===== config.mk =====
export PLATFORM = sky130hd
export DESIGN_NAME = chk_fifo
export DESIGN_NICKNAME = d
export VERILOG_FILES = /design/src/rtl/chk_fifo.sv
export SDC_FILE = /design/constraint.sdc
export NUM_CORES = 1
export LEC_CHECK = 0
export ABC_AREA = 1
export CORE_MARGIN = 5
export CORE_UTILIZATION = 53
export CTS_CLUSTER_SIZE = 8
export DETAILED_ROUTE_END_ITERATION = 8
export PLACE_DENSITY = 0.78
export SYNTH_ARGS = -nofsm -noshare
export SYNTH_HDL_FRONTEND = slang
export SYNTH_SLANG_ARGS = --single-unit

===== constraint.sdc =====
create_clock -name clk -period 2.35 [get_ports clk]
set_clock_uncertainty 0.15 [all_clocks]
set_input_delay 0.47 -clock clk [delete_from_list [all_inputs] [get_ports clk]]
set_output_delay 0.47 -clock clk [all_outputs]
set_load 0.02 [all_outputs]

===== src/rtl/chk_fifo.sv =====
`default_nettype none
// ============================================================================
// Module   : chk_fifo
// Purpose  : Show-ahead FIFO holding expected entries. Pointers carry one
//            extra wrap bit so full and empty are told apart when the
//            index bits are equal.
// Ports    : clk, rst (async, active-low), clr_i (sync clear)
//            push_i/din_i   - write (ignored when full)
//            pop_i          - read  (ignored when empty)
//            dout_o         - head entry, valid while !empty_o
//            full_o/empty_o - occupancy flags
// Revision : 1.0 - initial release
// ============================================================================
module chk_fifo #(
  parameter int DEPTH = 4,
  parameter int WIDTH = 12
) (
  input  logic             clk,
  input  logic             rst,
  input  logic             clr_i,
  input  logic             push_i,
  input  logic             pop_i,
  input  logic [WIDTH-1:0] din_i,
  output logic [WIDTH-1:0] dout_o,
  output logic             full_o,
  output logic             empty_o
);

  localparam int AW = $clog2(DEPTH);

  logic [AW:0]      wr_ptr_q;
  logic [AW:0]      rd_ptr_q;
  logic [WIDTH-1:0] mem_q [DEPTH];

  logic w_push;
  logic w_pop;

  assign empty_o = (wr_ptr_q == rd_ptr_q);
  assign full_o  = (wr_ptr_q[AW] != rd_ptr_q[AW]) &&
                   (wr_ptr_q[AW-1:0] == rd_ptr_q[AW-1:0]);
  assign dout_o  = mem_q[rd_ptr_q[AW-1:0]];

  assign w_push = push_i && !full_o;
  assign w_pop  = pop_i && !empty_o;

  always_ff @(posedge clk or negedge rst) begin
    if (!rst) begin
      wr_ptr_q <= '0;
      rd_ptr_q <= '0;
    end else if (clr_i) begin
      wr_ptr_q <= '0;
      rd_ptr_q <= '0;
    end else begin
      if (w_push) wr_ptr_q <= wr_ptr_q + 1'b1;
      if (w_pop)  rd_ptr_q <= rd_ptr_q + 1'b1;
    end
  end

  // Storage needs no reset: the pointers alone decide what is valid.
  always_ff @(posedge clk) begin
    if (w_push) mem_q[wr_ptr_q[AW-1:0]] <= din_i;
  end

endmodule : chk_fifo
`default_nettype wire


# Word level (Yosys, flattened, before mapping)
# Memory sizes are Yosys's and may differ from the RTL's.
# Cells that the tools add are included.
dict set report word_totals {
  wordCells 21
  mem_bits_rw 48
  inputBits 17
  reg_bits 6
  out_inout_bits 14
  mem_count 1
}
dict set report op_classes {
  n_mux 6
  n_reduce_logical 7
  add_sub_neg 2
  eq_ne 3
}
# name words width rd rd_ports_with_merged_regs wr line
set mem_list {}
lappend mem_list {mem_q 4 12 1 0 1 33} ;# logic [WIDTH-1:0] mem_q [DEPTH];
# cell n
set op_table {}
lappend op_table {{$mux W3} 4}
lappend op_table {{$add A3 B1 Y3 const B} 2}
lappend op_table {{$reduce_bool A2 Y1} 2}
lappend op_table {{$eq A3 B3 Y1} 1}
lappend op_table {{$logic_and A1 B1 Y1} 3}
lappend op_table {{$eq A2 B2 Y1} 1}
lappend op_table {{$logic_not A1 Y1} 2}
lappend op_table {{$mux W1} 2}
lappend op_table {{$ne A1 B1 Y1} 1}

# Logic depth before layout (Yosys ltp)
# Gate-level depths: netlist (run 1).
dict set report logic_depth {
  ltp_word 6
  depth_mapped 7
}

# Worst setup path after synthesis (run 1)
# Ideal clock, no wire load.
dict set report synth_timing {
  kind {register to register}
  from {reg rd_ptr_q[0]}
  to {mem mem_q[0][0] (enable)}
  t_arrival_ps 1379
  t_required_ps 1820
  setup_slack_ps 440
  setup_time_ps 380
  stages_incl_launch_ff 6
  path_cell_list {dfrtp_1 -> buf_6 -> xnor2_4 -> nand3_2 -> nand2_4 -> nor2_1}
}
dict set report synth_between {
  elab_chain_cells 6
}
# element line
set synth_rtl {}
lappend synth_rtl {{from (decl)} 32} ;# logic [AW:0] rd_ptr_q;
lappend synth_rtl {{from (signal assigned)} 55} ;# if (w_pop) rd_ptr_q <= rd_ptr_q + 1'b1;
lappend synth_rtl {{$eq A2 B2 Y1} 40} ;# (wr_ptr_q[AW-1:0] == rd_ptr_q[AW-1:0]);
lappend synth_rtl {{$logic_and A1 B1 Y1} 39} ;# assign full_o = (wr_ptr_q[AW] != rd_ptr_q[AW]) &&
lappend synth_rtl {{$logic_not A1 Y1} 43} ;# assign w_push = push_i && !full_o;
lappend synth_rtl {{$logic_and A1 B1 Y1} 43}
lappend synth_rtl {{$mux W1} 61} ;# if (w_push) mem_q[wr_ptr_q[AW-1:0]] <= din_i;
lappend synth_rtl {{$mux W1 (implied by the code)} 61}
lappend synth_rtl {{to (decl)} 33}
# Every way passes these cells.

# Worst setup path in the final report (run 1)
dict set report layout_timing {
  from {reg rd_ptr_q[0]}
  to {out empty_o}
}
dict set report layout_between {
  elab_chain_cells 1
}
# element line
set layout_rtl {}
lappend layout_rtl {{$eq A3 B3 Y1} 38} ;# assign empty_o = (wr_ptr_q == rd_ptr_q);
lappend layout_rtl {{to (decl)} 26} ;# output logic empty_o
# Every way passes these cells.

==> summary.txt, run 1 <==
Setup path
  – CP Class: reg2out
  – Critical Path, Cell by Cell: buf_4, xnor2_4, nand3_2, inv_1, clkdlybuf4s15_1
  – CP top delay family: buffers and inverters
  – Max stage delay cell, worst path: dfrtp_1
  – Slowest cell delay on critical path: ~0.42 ns
  – Worst R2R Start: rd_ptr_q[0]
  – WP data required: around 1.7 ns
  – Setup crit end kind: output port
  – CP Launch Type: flip-flop
  – CP max FO: 15
  – Crit path DAT: approximately 1.6 ns
  – Crit path from: rd_ptr_q[0]
  – CP Buf/Inv Count: 3

Synthesis
  – Synth top area share: 0.6407
  – Ranking of synthesized cells by area: edfxtp_1 (64%), dfrtp_1 (6.7%), nor2_1 (4.7%)
  – Number of synthesis warnings: 0
  – Seq/Total Area, Yosys: 0.7075
  – Number of synthesized register bits: 54
  – Avg Synthesized Cell Area: 12.64 um2
  – Number of distinct library cells after synthesis: 19
  – Mapped Nets: 200
  – Post-Synthesis Cell Area: 0.002250 mm2
  – Post-Synthesis Cells: 178
  – Cell accounting for the most synthesized area: edfxtp_1

STA
  – Peak Freq: 443.0 MHz
  – Slew @ Worst Pin: 0.3521 ns
  – Final Critical Period: about 2.3 ns
  – Fin. Hold Viols: 0
  – Tcrit/Tclk final: 0.9607
  – Fin. max-slew vios: 0
  – Rel. slew slack: 0.7650
  – Total negative setup slack: 0 ns
  – RSZ-0062 raised after global routing: no
  – Worst hold slack: 0.2555 ns
  – Final Setup Violations: 0

Pwr
  – Comb power frac: 0.226
  – Clock power share: 0.238
  – Sw Ratio: 0.2815
  – Worst VDD drop: 0.5022 mV
  – Part of the power in registers: 0.536
  – NetSw: a little under 600 uW
  – Power Density: 750.6 mW/mm2
  – Lkg Pwr: 1.080 nW
  – Cell Int Power: between 1 and 1.5 mW

Floorplan
  – DIE HEIGHT: ~75 um
  – Top-level I/O count: 31
  – Initial Util: 0.5544
  – Core footprint: slightly above 0.004 mm2
  – Num rows: 23
  – Die Width: 75.15 um
  – Die area: ~0.0056 mm2

Clocking
  – CTS tree: done
  – Clk_lat worst skew: 0.30 ns
  – Hold buffers post-CTS: 0
  – Root Driver: clkbuf_8
  – Clock buffer depth: 2
  – H-tree depth: 2
  – CTS sink count: 54
  – Reg clk slew, reported paths: 0.09 ns
  – Total CTS buffers: 5

Global routing
  – Initial antenna violation count: 0
  – Vias in the first global route: 1517
  – First-pass GRT wire length: 7272 um
  – Grt total ovfl: 0
  – Largest net degree at the start of global routing: 19
  – Gr usage total: 0.1794

Placed design
  – # port buffers: 30
  – HPWL after detailed placement: 3133 um
  – Routability cong.: 0.7870

Status
  – Status: completed

Drt
  – Drt drc: 0
  – Via count: 1464
  – Post-detailed-route count of antenna-violating nets: 0
  – Routed WL: 4357 um
  – DR vias/cell: 5.382
  – Initial drt markers: 149
  – Routed len/inst: 16.02 um
  – Pre-antenna DRT Iters: 4

Layout
  – Commonest cells after routing, fill and taps aside: edfxtp_1 (48), nor2_1 (28), nand2_1 (16), clkdlybuf4s50_1 (16), o21ai_0 (14)
  – N_diodes: 0
  – Final #Nets: 243
  – Synth-to-Final Area Change: 22.64%
  – Share of layout cells above drive strength 1: 0.1216
  – Commonest non-fill, non-tap cell in the layout: edfxtp_1

Job
  – Max_cap viols: 0

Worst hold path
  – Hold WC Path Type: in2async
==> repair_timing <==
action	4_1_cts	5_1_grt
buffers inserted	0	0
setup endpoints to repair	14	2
gates resized for setup	14	3
==> per-layer routing <==
| metal | GRT usage | share of wire | vias up |
|---|---|---|---|
| li1 | - | - | 719 |
| met1 | 0.2287 | 0.42 | 717 |
| met2 | 0.2930 | 0.53 | 24 |
| met3 | 0.05474 | 0.037 | 4 |
| met4 | 0.06214 | 0.0076 | 0 |
| met5 | 0 | 0 | - |
==> power groups by stage <==
stage / Clock, mW / Sequential [mW] / Combinational, mW
after global routing: 0.553 / 1.11 / 0.514
after detailed placement: 0 / 1.13 / 0.513
after floorplan: 0 / 1.13 / 0.281
after CTS: 0.502 / 1.11 / 0.471
after global placement: 0 / 1.13 / 0.501
final: 0.493 / 1.11 / 0.468
==> cells in the mapped netlist <==
library cell,count
buf_2,4
buf_6,1
clkbuf_1,3
dfrtp_1,6
edfxtp_1,48
ha_1,5
inv_1,12
inv_2,1
nand2_1,16
nand2_4,1
nand3_1,6
nand3_2,2
nand4_1,6
nor2_1,28
o21ai_0,14
o21ai_1,10
o22ai_1,12
xnor2_4,1
xor2_1,2
==> flip-flops by register name (all words and copies together) (netlist names) <==
name,count
mem_q,48
rd_ptr_q,3
wr_ptr_q,3
==> kinds of logic (layout without fill, tap and decap cells) <==
family	Yosys count	after routing	share of synthesized area
fa+ha+maj	5	5	0.02781
simple gates	59	59	0.1174
xor+xnor	3	3	0.02003
flops	54	54	0.7074
buf+inv	21	65	0.04060
compound gates	36	36	0.08676
==> area by class of cell <==
| cell class | instances | area [um2] |
|---|---|---|
| clock buffer | 6 | 72.57 |
| inverter | 13 | 48.80 |
| clock inverter | 2 | 13.76 |
| fill | 289 | 1299 |
| sequential | 54 | 1592 |
| multi-input combinational | 103 | 566.8 |
| timing repair buffer | 44 | 402.9 |
| tap | 50 | 62.56 |
==> per-stage QoR <==
stage	std cells	worst slack, ns	power (mW)	util	instance area [um2]
3_3_place_gp	264	0.1728	1.629	0.6624	2688
3_5_place_dp	264	0.1333	1.644	0.6624	2688
4_1_cts	272	0.06792	2.082	0.6793	2756
2_1_floorplan	178	0.4405	1.408	-	2250
5_1_grt	272	0.007129	2.180	0.6799	2759
6_report	272	0.09243	2.071	0.6799	2759
==> path summary, 6_finish.rpt <==
path                          endpoint  slack, ns  depth (start not counted)
max in group asynchronous  wr_ptr_q[0]       1.58                          1
min                        rd_ptr_q[2]       0.26                          1
min in group clk           rd_ptr_q[2]       0.47                          2
max                            empty_o       0.09                          5
min reg2reg                rd_ptr_q[2]       0.47                          2
max reg2reg                mem_q[2][9]       0.36                          7
==> worst register-to-register path: stages (launching register included) <==
cell and delay (ns):
dfrtp_1 0.42, buf_4 0.22, xnor2_4 0.17, nand3_2 0.07
buf_4 0.13, nand2_4 0.07, nor2_1 0.22, buf_4 0.25
No activity file was read; power rests on OpenSTA's default activity.
==> inputs of run 2 (changes only) <==
--- a/config.mk
+++ b/config.mk
@@ -10,6 +10,7 @@
 export CORE_UTILIZATION = 53
 export CTS_CLUSTER_SIZE = 8
 export DETAILED_ROUTE_END_ITERATION = 8
+export HOLD_SLACK_MARGIN = 0.08
 export PLACE_DENSITY = 0.78
 export SYNTH_ARGS = -nofsm -noshare
 export SYNTH_HDL_FRONTEND = slang
==> constraint.sdc (replaced) <==
create_clock -name clk -period 2.3 [get_ports clk]
set_clock_uncertainty 0.15 [all_clocks]
set_input_delay 0.46 -clock clk [delete_from_list [all_inputs] [get_ports clk]]
set_output_delay 0.46 -clock clk [all_outputs]
set_load 0.02 [all_outputs]
==> summary.txt, run 2 (same netlist as run 1, synthesis figures left out) <==
Status
  – Status: completed

Clocking
  – CTS sink count: 54 (unchanged)
  – Hold buffers post-CTS: 0 (unchanged)
  – Root Driver: clkbuf_8
  – Reg clk slew, reported paths: 0.09 ns (about the same)
  – Clk_lat worst skew: 0.30 ns (about the same)
  – Post-CTS Setup Inserts: 0 (unchanged)
  – H-tree depth: 2 (unchanged)
  – Clock buffer depth: 2 (unchanged)
  – CTS tree: done
  – Total CTS buffers: 5 (unchanged)

Layout
  – Fin cells: 273 (+0.37%)
  – Cell area after layout: 0.002770 mm2 (+0.41%)
  – Fillers: 287 (-0.69%)
  – Max reg flops: 48 (unchanged)
  – Multi-input gate area: 566.8 um2 (unchanged)
  – Commonest cells after routing, fill and taps aside: edfxtp_1 (48), nor2_1 (28), nand2_1 (16), clkdlybuf4s50_1 (16), o21ai_0 (14)
  – Synth-to-Final Area Change: 23.14%
  – Final #Nets: 244 (+0.41%)
  – N_diodes: 0 (unchanged)
  – Share of layout cells above drive strength 1: 0.1480 (+0.02636)
  – Commonest non-fill, non-tap cell in the layout: edfxtp_1
  – Final core occ: 0.6827 (+0.002775)
  – Storage cell area: 0.001593 mm2 (about the same)

STA
  – Final Critical Period: 2.172 ns
  – Tcrit/Tclk final: 0.9442
  – Slew @ Worst Pin: 0.3403 ns (-0.01176 ns)
  – Peak Freq: 460.5 MHz
  – Fin. max-slew vios: 0 (unchanged)
  – Total negative setup slack: 0 ns (unchanged)
  – Final Setup Violations: 0 (unchanged)
  – Fin. Hold Viols: 0 (unchanged)
  – RSZ-0062 raised after global routing: no
  – Rel. slew slack: 0.7729 (+0.007851)

Placed design
  – # port buffers: 30 (unchanged)
  – HPWL after detailed placement: 3104 um (-0.90%)
  – Routability cong.: 0.8083 (+2.7%)
  – Placed cell area: 0.002708 mm2 (+0.74%)
  – Post-Place Cells: 265 (+0.38%)

Pwr
  – Cell Int Power: 1.526 mW (+2.6%)
  – Worst VDD drop: 0.4723 mV (-6.0%)
  – Lkg Pwr: 1.083 nW (+0.28%)
  – Power Density: 771.2 mW/mm2 (+2.7%)
  – Total power: 2.136 mW (+3.2%)
  – Clock power share: 0.241 (+0.003)
  – Part of the power in registers: 0.532 (-0.004)
  – Comb power frac: 0.227 (about the same)
  – Sw Ratio: 0.2855 (+0.004066)
  – NetSw: 609.9 uW (+4.7%)

Floorplan
  – DIE HEIGHT: 75.15 um (unchanged)
  – Num rows: 23 (unchanged)
  – Top-level I/O count: 31 (unchanged)
  – Die area: 0.005648 mm2 (unchanged)
  – Initial Util: 0.5544 (unchanged)
  – Die Width: 75.15 um (unchanged)
  – Core footprint: 0.004058 mm2 (unchanged)

Drt
  – Via count: 1462 (-0.14%)
  – Metal-1 WL: 1767 um (-4.4%)
  – Post-detailed-route count of antenna-violating nets: 0 (unchanged)
  – Drt drc: 0 (unchanged)
  – DR WL met2: 2279 um (-1.5%)
  – Pre-antenna DRT Iters: 4 (unchanged)
  – Top Layer Used: met4
  – Routed len/inst: 16.14 um (+0.78%)
  – Initial drt markers: 146 (-2.0%)
  – DR vias/cell: 5.355 (-0.50%)
  – Met3 WL post-DR: 284 um (+78%)
  – Routed WL: 4407 um (+1.1%)

Setup path
  – Levels on crit path: 5 (unchanged)
  – Crit path DAT: 1.56 ns (-0.08 ns)
  – R2R cell count: 8 (+1)
  – Setup crit end kind: output port
  – CP top delay family: buffers and inverters
  – WP data required: 1.69 ns (-0.04 ns)
  – CP Launch Type: flip-flop
  – Slowest cell delay on critical path: 0.45 ns (+0.03 ns)
  – CP max FO: 18 (+3)
  – CP Buf/Inv Count: 3 (unchanged)
  – Max stage delay cell, worst path: dfrtp_2
  – Critical Path, Cell by Cell: inv_2, buf_12, nor2_1, o22ai_1, dlygate4sd2_1
  – CP Class: reg2out

Worst hold path
  – Hold WC Path Type: in2async

Global routing
  – Vias in the first global route: 1421 (-6.3%)
  – Initial antenna violation count: 0 (unchanged)
  – First-pass GRT wire length: 7065 um (-2.8%)
  – Largest net degree at the start of global routing: 19 (unchanged)
  – Gr usage total: 0.1794 (about the same)
  – Grt total ovfl: 0 (unchanged)

Job
  – Max_cap viols: 0 (unchanged)
run 2: cell types whose count changed in the layout (fill, tap and decap cells not counted):
cell             previous run  this run
clkbuf_2                    0         3
dlygate4sd2_1              12        11
buf_12                      1         2
dfrtp_2                     0         1
clkbuf_1                    1         0
clkdlybuf4s15_1             2         0
dfrtp_1                     6         5
clkinvlp_4                  0         1
run 2: path summary, 6_finish.rpt:
| path | end | from | slack (ns) |
|---|---|---|---|
| max in group asynchronous | rd_ptr_q[0] | rst | 1.53 |
| hold / removal | rd_ptr_q[2] | rst | 0.24 |
| setup / recovery | dout_o[3] | rd_ptr_q[0] | 0.13 |
| min in group clk | wr_ptr_q[1] | wr_ptr_q[1] | 0.46 |
| hold reg to reg | wr_ptr_q[1] | wr_ptr_q[1] | 0.46 |
| setup reg to reg | mem_q[2][9] | rd_ptr_q[1] | 0.35 |
run 2: worst register-to-register path: stages, from the launching register on:
cell and delay [ns]:
dfrtp_1 0.40, buf_4 0.20, nand2_1 0.07, nand2_1 0.09, nand3_2 0.09, buf_4 0.14
nand2_4 0.07, nor2_1 0.21, buf_4 0.25
run 2: power groups by stage:
stage                     clock network, mW  registers (mW)  logic (mW)
after global placement                    0            1.15       0.525
after global routing                  0.579            1.14       0.529
final                                 0.515            1.14       0.486
after CTS                             0.528            1.13       0.494
after floorplan                           0            1.15       0.287
after detailed placement                  0            1.16       0.536
run 2: metal layers:
metal,global-route usage,vias to the layer above
met5,0,-
met1,0.2030,691
met2,0.3075,41
li1,-,723
met3,0.06008,7
met4,0.08155,0
run 2: final cells by class:
cell class,count,share of cell area
multi-input cells,103,0.2046
flip-flops and latches,54,0.5750
inverters,13,0.01762
clock buffers,5,0.02484
repair buffers,45,0.1477
well taps,50,0.02258
clock inverters,3,0.007678
run 2: repair_timing:
| item | in CTS | in global routing |
|---|---|---|
| setup endpoints to repair | 14 | 6 |
| gates cloned | 0 | 0 |
| resized for setup | 14 | 8 |
run 2: metrics by stage:
stage	setup slack [ns]	hold WS (ns)
after global placement	0.1511	0.4187
after global routing	0.01963	0.2456
final	0.1283	0.2364
after detailed placement	0.1245	0.4267
after floorplan	0.3905	0.01441
after CTS	0.03986	0.2269
